File: src/rtl/global_in_fea_wr_if.sv
`default_nettype none
// ============================================================================
// Module   : global_in_fea_wr_if
// Brief    : Sample stream in / feature BRAM write port out for global_in_fea_wr.
// Revision : 1.0
// ============================================================================
interface global_in_fea_wr_if #(
    parameter int DW    = 16,
    parameter int VEC_N = 25,
    parameter int DEPTH = 450,
    parameter int AW    = $clog2(DEPTH)
);
    logic                  start;
    logic                  din_v;
    logic [DW-1:0]         din;
    logic                  din_rdy;
    logic                  wea;
    logic [AW-1:0]         waddr;
    logic [DW*VEC_N-1:0]   wdata;
    logic                  busy;
    logic                  done;

    modport master (
        output start, din_v, din,
        input  din_rdy, wea, waddr, wdata, busy, done
    );

    modport slave (
        input  start, din_v, din,
        output din_rdy, wea, waddr, wdata, busy, done
    );
endinterface
`default_nettype wire

File: src/rtl/global_in_fea_wr.sv
`default_nettype none
// ============================================================================
// Module   : global_in_fea_wr
// Brief    : Packs 25 x 16-bit samples per word and writes 450 words to BRAM.
// Revision : 1.0
// ============================================================================
module global_in_fea_wr #(
    parameter int DW    = 16,
    parameter int VEC_N = 25,
    parameter int DEPTH = 450
) (
    input  wire logic          clk,
    input  wire logic          rst,
    global_in_fea_wr_if.slave  bus
);
    localparam int WW = DW * VEC_N;
    localparam int AW = $clog2(DEPTH);
    localparam int KW = $clog2(VEC_N);
    localparam logic [KW-1:0] C_LAST_K = KW'(VEC_N - 1);
    localparam logic [AW-1:0] C_LAST_W = AW'(DEPTH - 1);

    typedef enum logic [1:0] {
        S_IDLE  = 2'd0,
        S_PACK  = 2'd1,
        S_WRITE = 2'd2,
        S_DONE  = 2'd3
    } state_t;

    state_t          state_q;
    logic [KW-1:0]   k_q;
    logic [AW-1:0]   word_q;
    logic [WW-1:0]   pack_q;
    logic [WW-1:0]   pack_d;
    logic            din_rdy_q;
    logic            wea_q;
    logic [AW-1:0]   waddr_q;
    logic [WW-1:0]   wdata_q;
    logic            busy_q;
    logic            done_q;

    // Pack register with the incoming sample merged in, so the 25th sample
    // reaches wdata on the same edge that raises wea.
    always_comb begin
        pack_d = pack_q;
        for (int j = 0; j < VEC_N; j++) begin
            if (k_q == KW'(j)) begin
                pack_d[j*DW +: DW] = bus.din;
            end
        end
    end

    always_ff @(posedge clk) begin
        if (rst) begin
            state_q   <= S_IDLE;
            k_q       <= '0;
            word_q    <= '0;
            pack_q    <= '0;
            din_rdy_q <= 1'b0;
            wea_q     <= 1'b0;
            waddr_q   <= '0;
            wdata_q   <= '0;
            busy_q    <= 1'b0;
            done_q    <= 1'b0;
        end else begin
            case (state_q)
                S_IDLE: begin
                    if (bus.start) begin
                        state_q   <= S_PACK;
                        din_rdy_q <= 1'b1;
                        busy_q    <= 1'b1;
                    end
                end
                S_PACK: begin
                    if (bus.din_v) begin
                        pack_q <= pack_d;
                        if (k_q == C_LAST_K) begin
                            k_q       <= '0;
                            state_q   <= S_WRITE;
                            din_rdy_q <= 1'b0;
                            wea_q     <= 1'b1;
                            waddr_q   <= word_q;
                            wdata_q   <= pack_d;
                        end else begin
                            k_q <= k_q + KW'(1);
                        end
                    end
                end
                S_WRITE: begin
                    wea_q <= 1'b0;
                    if (word_q == C_LAST_W) begin
                        word_q  <= '0;
                        state_q <= S_DONE;
                        done_q  <= 1'b1;
                    end else begin
                        word_q    <= word_q + AW'(1);
                        state_q   <= S_PACK;
                        din_rdy_q <= 1'b1;
                    end
                end
                S_DONE: begin
                    done_q  <= 1'b0;
                    busy_q  <= 1'b0;
                    state_q <= S_IDLE;
                end
                default: begin
                    state_q <= S_IDLE;
                end
            endcase
        end
    end

    assign bus.din_rdy = din_rdy_q;
    assign bus.wea     = wea_q;
    assign bus.waddr   = waddr_q;
    assign bus.wdata   = wdata_q;
    assign bus.busy    = busy_q;
    assign bus.done    = done_q;

endmodule
`default_nettype wire

File: src/flat_wrapper.sv
// flat-port wrapper written by rule: the top's interface ports become plain ports
module global_in_fea_wr_flat 
#(
    parameter int DW    = 16,
    parameter int VEC_N = 25,
    parameter int DEPTH = 450
)
  (clk, rst, bus_start, bus_din_v, bus_din, bus_din_rdy, bus_wea, bus_waddr, bus_wdata, bus_busy, bus_done);
  global_in_fea_wr_if #(.DW(DW), .VEC_N(VEC_N), .DEPTH(DEPTH)) bus_i ();
  input  wire logic clk;
  input  wire logic rst;
  input wire logic [$bits(bus_i.start)-1:0] bus_start;
  input wire logic [$bits(bus_i.din_v)-1:0] bus_din_v;
  input wire logic [$bits(bus_i.din)-1:0] bus_din;
  output wire logic [$bits(bus_i.din_rdy)-1:0] bus_din_rdy;
  output wire logic [$bits(bus_i.wea)-1:0] bus_wea;
  output wire logic [$bits(bus_i.waddr)-1:0] bus_waddr;
  output wire logic [$bits(bus_i.wdata)-1:0] bus_wdata;
  output wire logic [$bits(bus_i.busy)-1:0] bus_busy;
  output wire logic [$bits(bus_i.done)-1:0] bus_done;
  assign bus_i.start = bus_start;
  assign bus_i.din_v = bus_din_v;
  assign bus_i.din = bus_din;
  assign bus_din_rdy = bus_i.din_rdy;
  assign bus_wea = bus_i.wea;
  assign bus_waddr = bus_i.waddr;
  assign bus_wdata = bus_i.wdata;
  assign bus_busy = bus_i.busy;
  assign bus_done = bus_i.done;
  global_in_fea_wr #(.DW(DW), .VEC_N(VEC_N), .DEPTH(DEPTH)) u_core (.clk(clk), .rst(rst), .bus(bus_i));
endmodule
File: config.mk
export PLATFORM = sky130hd
export DESIGN_NAME = global_in_fea_wr_flat
export DESIGN_NICKNAME = d
export VERILOG_FILES = /design/src/rtl/global_in_fea_wr_if.sv /design/src/rtl/global_in_fea_wr.sv /design/src/flat_wrapper.sv
export SDC_FILE = /design/constraint.sdc
export NUM_CORES = 1
export LEC_CHECK = 0
export CAP_MARGIN = 10
export CORE_ASPECT_RATIO = 0.75
export CORE_MARGIN = 5
export CORE_UTILIZATION = 50
export DETAILED_ROUTE_END_ITERATION = 10
export PLACE_DENSITY = 0.72
export SYNTH_ARGS = -nofsm -noshare
export SYNTH_HDL_FRONTEND = slang
export SYNTH_SLANG_ARGS = --single-unit
File: constraint.sdc
create_clock -name clk -period 2.6 [get_ports clk]
set_input_delay 0.52 -clock clk [delete_from_list [all_inputs] [get_ports clk]]
set_output_delay 0.52 -clock clk [all_outputs]
set_load 0.05 [all_outputs]
==> flow_summary.toml <==
[status]
status = "complete, no violations"

[clock_tree]
root_buffer = "clkbuf_16"
clock_sinks = 813
cts.path.max_buffers = 3
cts_max_level = 3
cts.clk_slew.worst_paths_ps = 60
cts_tree = "yes"
numCtsBuffers = 80
worstSkewPairLatency_ps = 640
cts_hold_buf = 0
cts_setup_buffers = 0

[die]
dieWidth_um = 327
boundaryPins = 433
chipHeight_um = 248
core_um2 = 75000
initial_core_util_pct = 50.3
row_count = 87
die-area_um2 = 81000

[synth]
synthMuxAreaShare_pct = 0.425
yosys-top-cells-area = "dfxtp_1, a311oi_2, a21oi_1"
synth_nets = 4305
synth-seq-area-share_pct = 43.2
synth-main-ff-cell = "dfxtp_1"
yosys_warnings = 0
ys_ff_latch = 813
synth_compound_area_share_pct = 32.6
synth_top_area_cell = "dfxtp_1"
synth-simple-area-share_pct = 15.2
syn_avg_cell_area_um2 = 8.81
synth.top_cell.area_share_pct = 43.2
synth_top_family_by_area = "compound AO/OA/AOI/OAI gates"
synthXorXnorAreaFrac_pct = 0.0465
synthDistinctLibCells = 54
synthAdderAreaFrac_pct = 0.232
async_flop_share_pct = 0
synth-edff-count = 0
syn_inst = 4278
syn_area_um2 = 37700

[routing]
viasPerCell = 6.19
vias = 33836
drt_iter0_drc = 3555
first_pass_iters = 5
wl_per_cell_um = 22.5
drc = 0
postRouteWirelength_um = 123000
ant_nets = 0

[cells_and_area]
drive_above_1_share_pct = 21.0
final_cell_mix = "dfxtp_1, nand2_1, a21oi_1"
fin_area_um2 = 45700
final_nets = 4460
multiInputGateArea_um2 = 18400
fillers = 6220
final_common_cell = "dfxtp_1"
n_antenna_cell = 0
area_growth_pct = 21.2
final_util_pct = 60.9
seqCellArea_um2 = 16300

[power]
power_mw = 26.2
power_density_nw_per_um2 = 573
vdd_drop_max_v = 0.000474
p_leak_nw = 12.9

[setup_path]
critPathBufInv = 1
cp_top_family = "buffers and inverters"
crit_fanout = 2
crit_type = "reg -> out"
cpMaxStageDelayCell = "clkdlybuf4s50_1"
endpoint_kind = "primary output"
critPathRequiredTime_ps = 2080
slowest_delay_ps = 860
worstPathArrival_ps = 1920
crit_path_start_kind = "flop"
path_cells = "clkdlybuf4s50_1"

[sta]
hold_viol_final = 0
period_share_pct = 94.0
finalClockSkew_ps = 25.5
fin_crit_ps = 2440
clock.fmax_mhz = 409
worst_pin_slew_ps = 801
slew_headroom_pct = 46.4
drv_slew = 0
finalSetupTns_ps = 0
worst_hold_slack_ps = 333
rsz0062_at_grt = "false"
setup_viol = 0

[global_route]
grt_max_degree = 92
grt_pass1_wl_um = 189000
grt_use_total_pct = 28.8
first_global_vias = 31378
grt_overflow = 0
antenna_found_initial = 0

[placed_design]
postPlaceCellArea_um2 = 43000
io_buffers = 432
routabilityCongestion = 0.796
place_hpwl_um = 73500

[job]
drv_cap = 0

[min_path]
holdCritPathClass = "in -> reg"
==> power by group <==
part           internal (mW)  total, mW  switching (mW)
Sequential              12.5       12.5          0.0137
Combinational          0.340       1.47            1.13
Clock                   7.12       12.2            5.11
==> what timing repair did <==
action | 4_1_cts | 5_1_grt
hold endpoints to repair | 0 | 0
resized for setup | 0 | 1
setup endpoints to repair | 0 | 2
==> state kept, by name (all words and copies together), names as in the netlist <==
signal,cells
u_core.bus.wdata,400
u_core.pack_q,384
u_core.bus.waddr,9
u_core.word_q,9
u_core.k_q,5
u_core.state_q,2
u_core.bus.busy,1
u_core.bus.din_rdy,1
u_core.bus.done,1
u_core.bus.wea,1
==> per-layer routing <==
layer  vias to the layer above  wire (um)  GRT usage [%]
met2                      1396      57600           46.4
met5                         -          0              0
met4                         0       4010           9.48
li1                      15673          -              -
met1                     16535      52400           39.9
met3                       232       9250           4.61
==> layout make-up <==
| class | instances | area share [%] |
|---|---|---|
| Multi-Input combinational cell | 2876 | 40.3 |
| Sequential cell | 813 | 35.6 |
| Timing Repair Buffer | 655 | 15.4 |
| Clock buffer | 107 | 4.96 |
| Tap cell | 979 | 2.68 |
| Clock inverter | 31 | 0.972 |
| Inverter | 7 | 0.0575 |
==> worst paths after layout <==
path	from	to	slack, ps	cells after the start
setup / recovery	u_core.bus.wdata[36]	bus_wdata[36]	160	1
hold reg to reg	u_core.pack_q[243]	u_core.pack_q[243]	450	2
hold / removal	rst	u_core.pack_q[322]	330	2
setup reg to reg	u_core.k_q[1]	u_core.bus.wdata[282]	250	7
==> cell usage after synthesis, types with 7 or more instances <==
cell,instances
mux2i_1,16
and4b_1,9
inv_1,7
a211oi_1,17
buf_8,8
o21ai_0,257
nand3_1,398
buf_4,49
o21ai_1,139
a311oi_2,323
clkbuf_1,275
buf_2,201
dfxtp_1,813
buf_1,14
a21oi_2,218
ha_1,7
buf_6,21
a21oi_1,588
a311oi_1,47
nand2_1,778
buf_12,13
nand4bb_2,8
==> worst register-to-register path: stages, from the launching register on <==
cell and delay, ps:
dfxtp_1 360, inv_1 90, ha_1 490, buf_4 240
nor4bb_4 280, buf_4 390, nand2_1 140, a311oi_2 250
==> kinds of logic (layout without fill, tap and decap cells) <==
logic type / after synthesis / after routing
xor gates and xnor gates: 2 / 2
adders and majority gates: 7 / 7
and+or+nand+nor: 1252 / 1252
DFF: 813 / 813
buffers and inverters: 589 / 800
muxes: 16 / 16
AOI/OAI and AO/OA: 1599 / 1599
==> through the flow <==
| step | setup slack, ps | cells |
|---|---|---|
| floorplan | 379 | 4278 |
| global placement | 154 | 5330 |
| detailed placement | 120 | 5330 |
| CTS | 60.7 | 5468 |
| global route | 82.5 | 5468 |
| finish | 156 | 5468 |
No activity file was read; power rests on OpenSTA's default activity.
